--- config.mk ---
export PLATFORM = sky130hd
export DESIGN_NAME = axi_lite_master
export DESIGN_NICKNAME = d
export VERILOG_FILES = /design/src/rtl/axi_lite_pkg.sv /design/src/rtl/axi_lite_master_stats.sv /design/src/rtl/axi_lite_master.sv
export SDC_FILE = /design/constraint.sdc
export NUM_CORES = 1
export LEC_CHECK = 0
export ABC_CLOCK_PERIOD_IN_PS = 4000
export CORE_UTILIZATION = 35
export DETAILED_ROUTE_END_ITERATION = 6
export PLACE_DENSITY = 0.74
export SLEW_MARGIN = 15
export SYNTH_ARGS = -nofsm -noshare
export SYNTH_HDL_FRONTEND = slang
export SYNTH_HIERARCHICAL = 1
export SYNTH_SLANG_ARGS = --single-unit
export TNS_END_PERCENT = 100
--- constraint.sdc ---
create_clock -name axi_clk -period 4 [get_ports axi_clk]
set_clock_uncertainty 0.05 [all_clocks]
set_input_delay 0.6 -clock axi_clk [delete_from_list [all_inputs] [get_ports axi_clk]]
set_output_delay 0.6 -clock axi_clk [all_outputs]
set_load 0.05 [all_outputs]
--- src/rtl/axi_lite_pkg.sv ---
// =============================================================================
// axi_lite_pkg: AXI-Lite response codes and master FSM state encoding. Rev 1.0
// =============================================================================
`default_nettype none

package axi_lite_pkg;

  localparam logic [1:0] OKAY   = 2'b00;
  localparam logic [1:0] SLVERR = 2'b10;
  localparam logic [1:0] DECERR = 2'b11;

  typedef enum logic [2:0] {
    IDLE  = 3'd0,
    WRITE = 3'd1,
    WRESP = 3'd2,
    RADDR = 3'd3,
    RDATA = 3'd4,
    RSP   = 3'd5
  } state_t;

endpackage

`default_nettype wire

--- src/rtl/axi_lite_master_stats.sv ---
// =============================================================================
// axi_lite_master_stats: saturating write/read/error counters for the master. Rev 1.0
// =============================================================================
`default_nettype none

module axi_lite_master_stats
  import axi_lite_pkg::*;
(
  input  logic        clk,
  input  logic        rst,
  input  logic        inc,
  input  logic        we,
  input  logic [1:0]  resp,
  output logic [15:0] stat_writes,
  output logic [15:0] stat_reads,
  output logic [15:0] stat_errors
);

  function automatic logic [15:0] sat_inc(input logic [15:0] v);
    return (v == 16'hFFFF) ? v : v + 16'd1;
  endfunction

  always_ff @(posedge clk or posedge rst) begin
    if (rst) begin
      stat_writes <= '0;
      stat_reads  <= '0;
      stat_errors <= '0;
    end else if (inc) begin
      if (we) stat_writes <= sat_inc(stat_writes);
      else    stat_reads  <= sat_inc(stat_reads);
      if (resp != OKAY) stat_errors <= sat_inc(stat_errors);
    end
  end

endmodule

`default_nettype wire

--- src/rtl/axi_lite_master.sv ---
// =============================================================================
// axi_lite_master: single-outstanding command-to-AXI4-Lite bridge; defining
// AXI_LITE_MASTER_STATS_EN adds transaction/error counters. Rev 1.0
// =============================================================================
`default_nettype none

module axi_lite_master #(
  parameter int AXI_ADDR_WIDTH = 10,
  parameter int AXI_DATA_WIDTH = 8
) (
  input  logic                        axi_clk,
  input  logic                        axi_reset,
  input  logic                        cmd_valid,
  output logic                        cmd_ready,
  input  logic                        cmd_we,
  input  logic [AXI_ADDR_WIDTH-1:0]   cmd_addr,
  input  logic [AXI_DATA_WIDTH-1:0]   cmd_wdata,
  output logic                        rsp_valid,
  input  logic                        rsp_ready,
  output logic                        rsp_we,
  output logic [AXI_DATA_WIDTH-1:0]   rsp_rdata,
  output logic [1:0]                  rsp_resp,
  output logic [AXI_ADDR_WIDTH-1:0]   axi_awaddr,
  output logic                        axi_awvalid,
  input  logic                        axi_awready,
  output logic [AXI_DATA_WIDTH-1:0]   axi_wdata,
  output logic [AXI_DATA_WIDTH/8-1:0] axi_wstrb,
  output logic                        axi_wvalid,
  input  logic                        axi_wready,
  input  logic [1:0]                  axi_bresp,
  input  logic                        axi_bvalid,
  output logic                        axi_bready,
  output logic [AXI_ADDR_WIDTH-1:0]   axi_araddr,
  output logic                        axi_arvalid,
  input  logic                        axi_arready,
  input  logic [AXI_DATA_WIDTH-1:0]   axi_rdata,
  input  logic [1:0]                  axi_rresp,
  input  logic                        axi_rvalid,
  output logic                        axi_rready
`ifdef AXI_LITE_MASTER_STATS_EN
  ,
  output logic [15:0]                 stat_writes,
  output logic [15:0]                 stat_reads,
  output logic [15:0]                 stat_errors
`endif
);
  import axi_lite_pkg::*;

  localparam int STRB_W = AXI_DATA_WIDTH / 8;

  state_t                      state, state_next;
  logic [AXI_ADDR_WIDTH-1:0]   addr_q;
  logic [AXI_DATA_WIDTH-1:0]   wdata_q;
  logic                        we_q;
  logic                        aw_pend, w_pend;
  logic                        aw_done, w_done;

  // A channel counts as done once its handshake has happened or is happening now.
  assign aw_done = !aw_pend || axi_awready;
  assign w_done  = !w_pend  || axi_wready;

  always_comb begin
    state_next = state;
    unique case (state)
      IDLE:    if (cmd_valid)         state_next = cmd_we ? WRITE : RADDR;
      WRITE:   if (aw_done && w_done) state_next = WRESP;
      WRESP:   if (axi_bvalid)        state_next = RSP;
      RADDR:   if (axi_arready)       state_next = RDATA;
      RDATA:   if (axi_rvalid)        state_next = RSP;
      RSP:     if (rsp_ready)         state_next = IDLE;
      default:                        state_next = IDLE;
    endcase
  end

  always_ff @(posedge axi_clk or posedge axi_reset) begin
    if (axi_reset) state <= IDLE;
    else           state <= state_next;
  end

  always_ff @(posedge axi_clk or posedge axi_reset) begin
    if (axi_reset) begin
      addr_q    <= '0;
      wdata_q   <= '0;
      we_q      <= 1'b0;
      aw_pend   <= 1'b0;
      w_pend    <= 1'b0;
      rsp_rdata <= '0;
      rsp_resp  <= 2'b00;
    end else begin
      if (state == IDLE && cmd_valid) begin
        addr_q  <= cmd_addr;
        wdata_q <= cmd_wdata;
        we_q    <= cmd_we;
        aw_pend <= cmd_we;
        w_pend  <= cmd_we;
      end
      if (state == WRITE) begin
        if (axi_awready) aw_pend <= 1'b0;
        if (axi_wready)  w_pend  <= 1'b0;
      end
      if (state == WRESP && axi_bvalid) begin
        rsp_rdata <= '0;
        rsp_resp  <= axi_bresp;
      end
      if (state == RDATA && axi_rvalid) begin
        rsp_rdata <= axi_rdata;
        rsp_resp  <= axi_rresp;
      end
    end
  end

  // Gating with reset keeps cmd_ready low while reset is held.
  assign cmd_ready   = (state == IDLE) && !axi_reset;
  assign rsp_valid   = (state == RSP);
  assign rsp_we      = we_q;
  assign axi_awaddr  = addr_q;
  assign axi_awvalid = aw_pend;
  assign axi_wdata   = wdata_q;
  assign axi_wstrb   = {STRB_W{w_pend}};
  assign axi_wvalid  = w_pend;
  assign axi_bready  = (state == WRESP);
  assign axi_araddr  = addr_q;
  assign axi_arvalid = (state == RADDR);
  assign axi_rready  = (state == RDATA);

`ifdef AXI_LITE_MASTER_STATS_EN
  logic       stat_inc;
  logic [1:0] stat_resp;

  assign stat_inc  = (state != RSP) && (state_next == RSP);
  assign stat_resp = (state == WRESP) ? axi_bresp : axi_rresp;

  axi_lite_master_stats u_stats (
    .clk         (axi_clk),
    .rst         (axi_reset),
    .inc         (stat_inc),
    .we          (we_q),
    .resp        (stat_resp),
    .stat_writes (stat_writes),
    .stat_reads  (stat_reads),
    .stat_errors (stat_errors)
  );
`endif

endmodule

`default_nettype wire

==> run metrics, run 1 <==
Antenna diodes 0; Critical Path Start axi_reset; initial antenna violation count 0; Crit path top cell by count clkdlybuf4s50_1; largest cells by area after synthesis dfrtp_1, nand2_1, buf_4, a22o_1, buf_6; R2R depth 4; Min-Delay Startpoint axi_wdata[5]; IO Count 87; Max Fclk 0.368 GHz; Multi-input gate area roughly 600 um^2; Yosys warnings 6; vias in the first global route approximately 1.3k; CTS tree built; ANT nets after route 0; Worst-Margin Slew 738 ps; Final GP Congestion 0.730; first-pass GRT wire length around 6400 um; Avg Cell Area, Syn 9.81 um^2; top cell type's share of synthesized area 0.526; ordered cell list for the critical path clkdlybuf4s50_1, nor4_1, clkdlybuf4s50_1; Die X 70.0 um; buffer count from post-CTS setup fixing 0; core footprint between 4000 and 5000 um^2; hold path cells 2; Max IR drop VDD 0.451 mV; worst setup path class primary input to output pin; Final #Nets 278; relative slew slack 0.508; Hold EP axi_wdata[5]; FP Rows 24; grt total ovfl 0; H-tree levels 2; Worst setup SP type primary input; Routed WL roughly 3700 um; Crit Path Max Fanout 2; Final Cell Area 2510 um^2; leakage power between 1 and 1.5 nW; # DRC 0; # clock sinks 34; Initial Util 0.367; Worst R2R Start state[0]; # setup viols final 0; via/cell ratio 4.66; pwr/cell area 1020 nW/um^2; DR pass1 iterations 4; r2r setup slk 2100 ps; IO buf count 86; TritonCTS Buffers 5; Critical R2R Capture axi_wstrb; area grow syn2layout 54.8%; outcome finished, final reports clean; worst hold path class flop to flop; share of cells above drive strength 1 0.0711; cts repair resizes 0; GRT Total Usage 0.166; sequential fraction of the synthesis area 0.526; minimum clock period 2720 ps; drt initial violations 72; largest area contributor in the netlist dfrtp_1; Arr. time, crit path roughly 2100 ps; CTS max path bufs 2; period utilization 0.679; total nets after synthesis 205; CTS Root Cell clkbuf_8; Fillers 400; Yosys cell types 31; post-DP HPWL between 2000 and 3000 um; Max stage delay cell, worst path clkdlybuf4s50_1; RSZ-0062 raised after global routing false; via count 1356; post-synthesis cell count 165; Worst Setup End Kind output pin; required time worst endpoint between 3000 and 4000 ps; synthesis-stage register bit count 34; wire per inst about 13 um; CP max stage delay 850 ps; clk slew on worst S/H paths 70 ps; Clock Latency Late Sink 280 ps; largest net degree at the start of global routing 35; CTS Hold Bufs 0; die area 4900 um^2; synthesized area 1620 um^2; die height 70.0 um; final hold vios 0; max-slew violation count 0; Seq. cell area 851 um^2; Max-Cap Viols 0; area post-placement 2400 um^2; setup tns final 0 ps
[routing by layer]
layer	wire [um]	GRT usage
met5	0	0
met4	14	0.0600
met3	228	0.0418
met2	1750	0.262
met1	1680	0.221
[logic make-up after synthesis]
kind of cell | after synthesis | synth area share
and+or+nand+nor | 84 | 0.233
DFF | 34 | 0.526
buffers and inverters | 24 | 0.104
AOI/OAI and AO/OA | 18 | 0.100
muxes | 5 | 0.0371
[worst max-delay path by stage]
stage	endpoint	slack [ps]	depth (start not counted)
2_1_floorplan	cmd_ready	1160	3
3_3_place_gp	cmd_ready	1330	3
3_5_place_dp	cmd_ready	1260	3
4_1_cts	cmd_ready	1260	3
5_1_grt	axi_arvalid	1150	3
6_report	cmd_ready	1280	3
[where the power goes]
part	switching, mW	internal [mW]
clock	0.123	0.186
sequential	0.146	0.503
combinational	1.03	0.556
total	1.30	1.25
[through the flow]
stage / std cells / power [mW] / utilization / hold slack, ps / worst slack, ps
2_1_floorplan: 165 / 1.83 / - / 544 / 1160
4_1_cts: 291 / 2.58 / 0.568 / 434 / 1260
3_3_place_gp: 283 / 2.23 / 0.543 / 407 / 1330
3_5_place_dp: 283 / 2.25 / 0.543 / 416 / 1260
6_report: 291 / 2.54 / 0.568 / 431 / 1280
5_1_grt: 291 / 2.69 / 0.568 / 464 / 1150
[critical path, delay by kind of cell]
kind	cells	cell delay (ps)
buffers and inverters	2	1270
and+or+nand+nor	1	200
[synthesized netlist by cell type]
cell type and instances:
a22o_1 8, nor3b_1 1, nor4_1 1, o21ai_1 2, buf_2 5, nand3_1 1, a21oi_1 1, nand2_2 1
buf_4 11, nor2b_1 1, nand3b_1 1, mux2i_1 3, and2_1 2, nor2_1 3, inv_1 3, nor3_2 2
o31ai_1 1, nand2b_1 3, o211ai_2 1, nor3b_2 1, a22oi_1 3, nand2_1 64, and3b_1 1, o2bb2ai_1 1
mux2_4 2, dfrtp_1 34, clkbuf_1 1, or2_0 1, and2_4 1, buf_6 4, a221oi_4 1
[layout by cell type, fill, tap and decap left out, types with 2 or more instances in the layout]
| master | instances |
|---|---|
| nand2b_1 | 3 |
| inv_1 | 3 |
| clkbuf_8 | 5 |
| mux2i_1 | 3 |
| mux2_4 | 2 |
| and2_1 | 2 |
| dfrtp_1 | 34 |
| nor2_1 | 3 |
| clkdlybuf4s50_1 | 86 |
| o21ai_1 | 2 |
| a22o_1 | 8 |
| nor3_2 | 2 |
| a22oi_1 | 3 |
| nand2_1 | 64 |
[final cells by class]
cell class,instances,area share
Sequential cell,34,0.339
Clock buffer,6,0.0290
Multi-Input combinational cell,107,0.240
Inverter,3,0.00449
Timing Repair Buffer,87,0.346
Tap cell,52,0.0260
Clock inverter,2,0.0150
[sequential cells by signal, summed over array words and instances (netlist names)]
name / cells
axi_araddr: 10
axi_wdata: 8
rsp_rdata: 8
state: 3
rsp_resp: 2
axi_awvalid: 1
axi_wstrb: 1
rsp_we: 1
Power figures use the tool's default switching activity.
==> inputs of run 2 (changes only) <==
ABC_CLOCK_PERIOD_IN_PS = 2700   (was 4000)
clock period = 2.7 ns   (was 4 ns; I/O delays follow)
==> run 2 against run 1 <==
  * Combinational power is 48% higher
  * Critical path type is now flop to output pin
  * Critical endpoint is now axi_arvalid
  * Flip-flop and latch count stayed put
  * Largest power group unchanged
  * Total power grew 45%
==> run metrics, run 2 (synthesized netlist as in run 1, its figures left out) <==
Fillers 418 (was 400); Antenna diodes 0 (unchanged); CP max stage delay 800 ps (was 850 ps); core footprint 4410 um^2 (unchanged); initial antenna violation count 0 (unchanged); required time worst endpoint 2250 ps (was 3350 ps); outcome finished, final reports clean (unchanged); Max Fclk just under 0.4 GHz; final hold vios 0 (unchanged); hold path cells 2 (unchanged); Multi-input gate area 601 um^2 (unchanged); final core occ 0.565 (was 0.568); period utilization 0.934; post-DP HPWL 2680 um (was 2610 um); TritonCTS Buffers 5 (unchanged); Max IR drop VDD 0.662 mV (was 0.451 mV); Final Cell Area 2490 um^2 (was 2510 um^2); cts repair resizes 0 (unchanged); Worst-Margin Slew 744 ps (was 738 ps); ordered cell list for the critical path nor2b_1, and2_1, clkdlybuf4s50_1 (was clkdlybuf4s50_1, nor4_1, clkdlybuf4s50_1); CTS tree built (unchanged); commonest cells after routing, fill and taps aside clkdlybuf4s50_1, nand2_1, dfrtp_1, a22o_1, clkbuf_8 (unchanged); Initial Util 0.367 (unchanged); Crit Path Max Fanout 14 (was 2); Clock Latency Late Sink 280 ps (about the same); H-tree levels 2 (unchanged); # setup viols final 0 (unchanged); Final WS setup 177 ps (was 1280 ps); commonest non-fill, non-tap cell in the layout clkdlybuf4s50_1 (unchanged); die height 70.0 um (unchanged); Post-Place Worst Slack 410 ps (was 1260 ps); Worst setup SP type flop (was primary input); CTS max path bufs 2 (unchanged); Critical R2R Capture rsp_rdata[2] (was axi_wstrb); Final GP Congestion 0.722 (was 0.730); # DRC 0 (unchanged); IO buf count 86 (unchanged); GRT Total Usage 0.164 (was 0.166); grt total ovfl 0 (unchanged); pwr/cell area 1480 nW/um^2 (was 1020 nW/um^2); Worst R2R Start state[2] (was state[0]); worst hold path class flop to flop (unchanged); IO Count 87 (unchanged); via/cell ratio 4.62 (was 4.66); R2R depth 3 (was 4); Worst Path Buf+Inv 1 (was 2); DR pass1 iterations 4 (unchanged); Final #Nets 279 (was 278); Max stage delay cell, worst path clkdlybuf4s50_1 (unchanged); drt initial violations 84 (was 72); Arr. time, crit path 2070 ps (about the same); CTS Hold Bufs 0 (unchanged); Max-Cap Viols 0 (unchanged); CTS Root Cell clkbuf_8 (unchanged); RSZ-0062 raised after global routing false (unchanged); setup tns final 0 ps (unchanged); ANT nets after route 0 (unchanged); area grow syn2layout 54.1% (was 54.8%); r2r setup slk 900 ps (was 2100 ps); worst setup path class flop to output pin (was primary input to output pin); buffer count from post-CTS setup fixing 0 (unchanged); relative slew slack 0.501 (was 0.508); Min-Delay Startpoint axi_wdata[5] (unchanged); Seq. cell area 851 um^2 (unchanged); Pwr Total 3.70 mW (was 2.54 mW); die area 4900 um^2 (unchanged); Die X 70.0 um (unchanged); vias in the first global route 1280 (was 1336); largest net degree at the start of global routing 35 (unchanged); leakage power 1.14 nW (about the same); minimum clock period 2520 ps; via count 1348 (was 1356); Worst Setup End Kind output pin (unchanged); FP Rows 24 (unchanged); wire per inst 12.8 um (was 12.6 um); # clock sinks 34 (unchanged); max reg flops 10 (unchanged); clk slew on worst S/H paths 70 ps (about the same); delay-heaviest family, CP buffers and inverters (unchanged); Hold EP axi_wdata[5] (unchanged); max-slew violation count 0 (unchanged); area post-placement 2400 um^2 (about the same); first-pass GRT wire length 6260 um (was 6400 um); share of cells above drive strength 1 0.0750 (was 0.0711); Routed WL 3720 um (was 3670 um)
## run 2: cell count changes in the layout (fill, tap and decap cells not counted), sizes merged
cell	before	now
buf	1	2
bufinv	1	0
clkinvlp	1	0
clkbuf	6	7
clkinv	0	1
## run 2: cell type report
class / instances / share of cell area
Sequential cell: 34 / 0.341
Clock buffer: 7 / 0.0346
Timing Repair Buffer: 88 / 0.351
Inverter: 3 / 0.00451
Tap cell: 52 / 0.0261
Multi-Input combinational cell: 107 / 0.241
Clock inverter: 1 / 0.00201
## run 2: metrics by stage
stage / hold WS [ps] / std cells
5_1_grt: 455 / 292
3_3_place_gp: 407 / 284
4_1_cts: 432 / 292
6_report: 426 / 292
3_5_place_dp: 415 / 284
2_1_floorplan: 460 / 165
## run 2: tightest hold or removal path, cell delays in order, from the launching register on
cell and delay [ps]:
dfrtp_1 340, nand2_1 50, nand2_1 50
## run 2: layer usage
metal | global-route usage | share of wire | vias up
li1 | - | - | 671
met1 | 0.215 | 0.46 | 626
met2 | 0.261 | 0.47 | 47
met3 | 0.0519 | 0.063 | 4
met4 | 0.0467 | 0.0073 | 0
met5 | 0 | 0 | -
## run 2: how the worst max path moves through the flow
stage                    from          end  slack (ps)  cells past startpoint
global placement    axi_reset    cmd_ready         400                      3
floorplan            state[0]    cmd_ready          50                      3
global route         state[1]  axi_arvalid         100                      3
finish               state[2]  axi_arvalid         180                      3
detailed placement  axi_reset    cmd_ready         410                      3
CTS                  state[1]  axi_arvalid         160                      3
## run 2: where the power goes
group | internal (mW) | switching (mW) | total, mW
clock network | 0.206 | 0.175 | 0.380
logic | 0.829 | 1.53 | 2.36
registers | 0.746 | 0.220 | 0.965
==> RTL edit 1 (config.mk and constraints of run 1) <==
Encoding of `state_t`: now Gray code (3 bits for 6 states).
--- a/src/rtl/axi_lite_pkg.sv
+++ b/src/rtl/axi_lite_pkg.sv
@@ -12,8 +12,8 @@
   typedef enum logic [2:0] {
-    IDLE  = 3'd0,
-    WRITE = 3'd1,
-    WRESP = 3'd2,
-    RADDR = 3'd3,
-    RDATA = 3'd4,
-    RSP   = 3'd5
+    IDLE  = 3'b000,
+    WRITE = 3'b001,
+    WRESP = 3'b011,
+    RADDR = 3'b010,
+    RDATA = 3'b110,
+    RSP   = 3'b111
   } state_t;
Function: same outputs for any inputs over 10 cycles, from zero or initial values and one cycle with axi_reset high; not proved beyond that.
==> RTL edit 1 against run 1 <==
- design area down 1.7%
- sequential cell count unchanged
- register-to-register slack about the same
- critical path type is now flip-flop to output pin
- routed wire length is 0.11% lower
- core utilization up 3.1 points
- final cell count down 13%
- worst setup slack barely moved
- first-iteration DRC count shrank 50%
- worst hold slack better by 7.4 ps
- via count is 8.6% lower
- area after synthesis down 4.5%
Power is left out: the tool's default activity adds up to more than one toggle a clock period on the data nets, which glitch-free logic cannot reach.
==> RTL edit 1: results (changes against run 1) <==
Parameter                              Value

Logic synthesis
  Number of warnings issued by yosys ... 6 (unchanged)
  Cell types with the largest area share after synthesis ... sky130_fd_sc_hd__dfrtp_1, sky130_fd_sc_hd__mux2_1, sky130_fd_sc_hd__mux2_2
  Most used flip-flop cell after synthesis ... sky130_fd_sc_hd__dfrtp_1
  Mapped Nets ... 166 (-19%)
  Async set-reset flop share out of synthesis ... 1.00 (unchanged)
  Fraction of the yosys area taken by sequential cells ... 0.550 (+0.0247)
  Number of library cell types mapped by synthesis ... 26 (-16%)
  Synthesized area per cell ... 12.3 µm² (+25%)
  Synth cell count leaders ... sky130_fd_sc_hd__dfrtp_1, sky130_fd_sc_hd__buf_4, sky130_fd_sc_hd__mux2_1

STA
  Actual slew at the worst max-slew pin ... 845 ps (+107 ps)

Placed design
  Worst setup slack before clock tree synthesis ... 1310 ps (+53.2 ps)
  Placed Cells incl. Taps ... 246 (-13%)
  IO buf count ... 86 (unchanged)
  Routability congestion estimate ... 0.791 (+8.3%)
  HPWL after detailed placement ... 2.79 mm (+6.8%)

Detailed routing
  Number of iterations in the first detailed-routing pass ... 4 (unchanged)
  Routed length per placed instance ... 14.5 µm (+15%)
  Met2 routed WL ... 1.84 mm (+5.2%)
  Overall via count from detail_route ... 1239 (-8.6%)
  Routed length on met3 ... 261 µm (+14%)
  Met1 layer wirelength in the final routing ... 1.49 mm (-11%)
  First-iteration detailed-routing DRC count ... 36 (-50%)
  Vias per Instance ... 4.90 (+5.1%)
  Highest routed metal layer ... met4

Cells and area
  Max reg flops ... 10 (unchanged)
  Fin nets ... 243 (-13%)
  Share of final-layout standard cells stronger than drive strength 1 ... 0.0936 (+0.0225)
  Number of fill cells ... 318 (-21%)

GRT
  Largest net degree at the start of global routing ... 23 (-34%)
  Wire length of the first global-routing pass ... 5.63 mm (-12%)
  Met1 track demand over resource ... 0.192 (-0.0284)
  Overflow after GRT ... 0 (unchanged)
  Met2 Track Usage GR ... 0.284 (+0.0226)
  GRT Total Usage ... 0.165 (-0.000573)
  Via count of the first global-routing pass ... 1270 (-4.9%)
  Global routing usage on met3 ... 0.0400 (-0.00185)

Worst setup path
  Reg2reg path depth ... 3 (-1)
  Max FO, Critical Path ... 18 (+16)
  Data arrival time at the worst-slack endpoint ... 2070 ps (about the same)
  CP max-delay cell ... sky130_fd_sc_hd__clkdlybuf4s50_1
  Delay contributed by the slowest stage of the critical path ... 820 ps (-30 ps)
  CP delay by family, top ... buffers and inverters

Clock tree
  Clk root buf ... sky130_fd_sc_hd__clkbuf_8
  Clock insertion delay at the later pin of the skew report ... around 270 ps
  Worst-path clk slew ... 70 ps (about the same)
  Number of clock buffers inserted by TritonCTS ... 5 (unchanged)
  CTS Buffer Depth ... 2 (unchanged)

Min path
  Worst Hold Path Cells ... 1 (-1)
  Class of the most critical hold timing path ... flip-flop to flip-flop

Run status
  Run status ... complete, no violations
[RTL edit 1: changes by cell type in the layout (fill, tap and decap cells not counted), moves of 3 or more]
cell | before | now
sky130_fd_sc_hd__nand2_1 | 64 | 5
sky130_fd_sc_hd__a211oi_1 | 0 | 3
sky130_fd_sc_hd__inv_1 | 3 | 7
sky130_fd_sc_hd__mux2_2 | 0 | 9
sky130_fd_sc_hd__nor2_1 | 3 | 8
sky130_fd_sc_hd__o21ai_0 | 0 | 5
sky130_fd_sc_hd__mux2_1 | 0 | 10
[RTL edit 1: area by class of cell]
class / instances / share of cell area
tap: 50 / 0.0254
multi-input combinational: 67 / 0.217
inverter: 7 / 0.0107
clock buffer: 6 / 0.0335
timing repair buffer: 88 / 0.356
clock inverter: 1 / 0.0122
sequential: 34 / 0.346
[RTL edit 1: through the flow]
step / util / area (µm²) / hold WS (ps)
after floorplan: - / 1550 / 628
after global placement: 0.571 / 2350 / 418
after detailed placement: 0.571 / 2350 / 428
after CTS: 0.598 / 2460 / 440
after global routing: 0.598 / 2460 / 472
final: 0.598 / 2460 / 438
[RTL edit 1: path summary, 6_finish.rpt]
path	from	end	slack [ps]
setup / recovery	state[0]	axi_arvalid	1280
hold / removal	rsp_we	rsp_we	440
setup reg to reg	state[0]	rsp_resp[1]	2100
hold reg to reg	rsp_we	rsp_we	440
max in group asynchronous	axi_reset	axi_araddr[8]	2430
min in group asynchronous	axi_reset	state[2]	770
[RTL edit 1: logic make-up after synthesis]
logic type             share of synthesized area
AO/OA/AOI/OAI                              0.106
buffers and inverters                      0.104
flip-flops                                 0.550
AND/OR/NAND/NOR                           0.0752
multiplexers                               0.164
==> RTL edit 2 (flow settings as in run 1) <==
Without the edit above. The option `AXI_LITE_MASTER_STATS_EN` is turned on by a define.
--- a/src/rtl/axi_lite_master.sv
+++ b/src/rtl/axi_lite_master.sv
@@ -5,2 +5,4 @@
 `default_nettype none
+
+`define AXI_LITE_MASTER_STATS_EN
 
Function (old outputs only; new: stat_errors, stat_reads and stat_writes): kept (equiv_simple and equiv_induct, registers matched by name and starting in step).
==> RTL edit 2 against run 1 <==
- area after synthesis increased by 150%
- worst setup slack worse by 86 ps
- critical path type unchanged
- sequential cell count grew 48
- highest routed layer unchanged
- total power rose by 69%
- design area rose by 130%
- sequential power up 99%
- critical endpoint unchanged
- routed wire length rose to 2.8 times the old value
==> RTL edit 2: results (changes against run 1) <==
Parameter                              Value

STA
  Part of the cycle the worst path needs ... 0.700 (+0.0214)

GRT
  Largest net degree at the start of global routing ... 49 (+40%)
  Wire length of the first global-routing pass ... 16.2 mm (+150%)
  Via count of the first global-routing pass ... 3230 (+140%)

Min path
  Hold EP ... axi_wdata[1]
  Critical hold path startpoint ... axi_wdata[1]

Worst setup path
  Max FO, Critical Path ... 3 (+1)
  Reg2reg path depth ... 8 (+4)
  Worst r2r src ... state[1]

Logic synthesis
  Compound-Gate Fraction of Synth Area ... 0.0942 (-0.00622)
  Synth cell count leaders ... sky130_fd_sc_hd__dfrtp_1, sky130_fd_sc_hd__nand2_1, sky130_fd_sc_hd__xor2_1
  Cell types with the largest area share after synthesis ... sky130_fd_sc_hd__dfrtp_1, sky130_fd_sc_hd__nand2_1, sky130_fd_sc_hd__xor2_1
  Adder-Cell Fraction of Synth Area ... 0.00933 (+0.00933)
  Number of library cell types mapped by synthesis ... 58 (+87%)
  Mux contribution to synthesized area ... 0.0261 (-0.0110)

Placed design
  IO buf count ... 134 (+56%)
  Post-detailed-placement cell area ... 5370 µm² (+120%)
  Placed Cells incl. Taps ... 639 (+130%)
  Worst setup slack before clock tree synthesis ... 966 ps (-293 ps)
  Routability congestion estimate ... 0.823 (+13%)
  HPWL after detailed placement ... 7.55 mm (+190%)

Power and ir drop
  Static leakage ... 0.00262 µW (+130%)
  Net switching fraction of the power ... 0.447 (-0.0633)

Cells and area
  Share of final-layout standard cells stronger than drive strength 1 ... 0.0699 (-0.00123)
  Fin nets ... 553 (+99%)

Clock tree
  Clock insertion delay at the later pin of the skew report ... 330 ps (+50 ps)
  H-tree lvl count ... 3 (+1)
  Number of clock buffers inserted by TritonCTS ... 9 (+4)

Run status
  Run status ... complete, no violations

Detailed routing
  Met1 layer wirelength in the final routing ... 4.49 mm (+170%)
[RTL edit 2: cell type report]
| type | count | area [µm²] |
|---|---|---|
| repair buffers | 135 | 1350 |
| fillers | 1028 | 5300 |
| clock buffers | 12 | 256 |
| multi-input cells | 274 | 1770 |
| inverters | 8 | 30.0 |
| flip-flops and latches | 82 | 2050 |
| well taps | 140 | 175 |
| clock inverters | 4 | 97.6 |
[RTL edit 2: kinds of logic after synthesis]
kind of cell,count (synthesis)
mux,9
simple gates,175
fa+ha+maj,3
buf+inv,32
compound gates,53
flops,82
xor+xnor,34
[RTL edit 2: power by group through the flow]
stage	sequential, µW	combinational [µW]	clock (µW)
6_report	1290	2050	968
5_1_grt	1320	2160	1020
4_1_cts	1290	2070	989
3_5_place_dp	1300	2060	0
3_3_place_gp	1290	2040	0
2_1_floorplan	1910	823	0
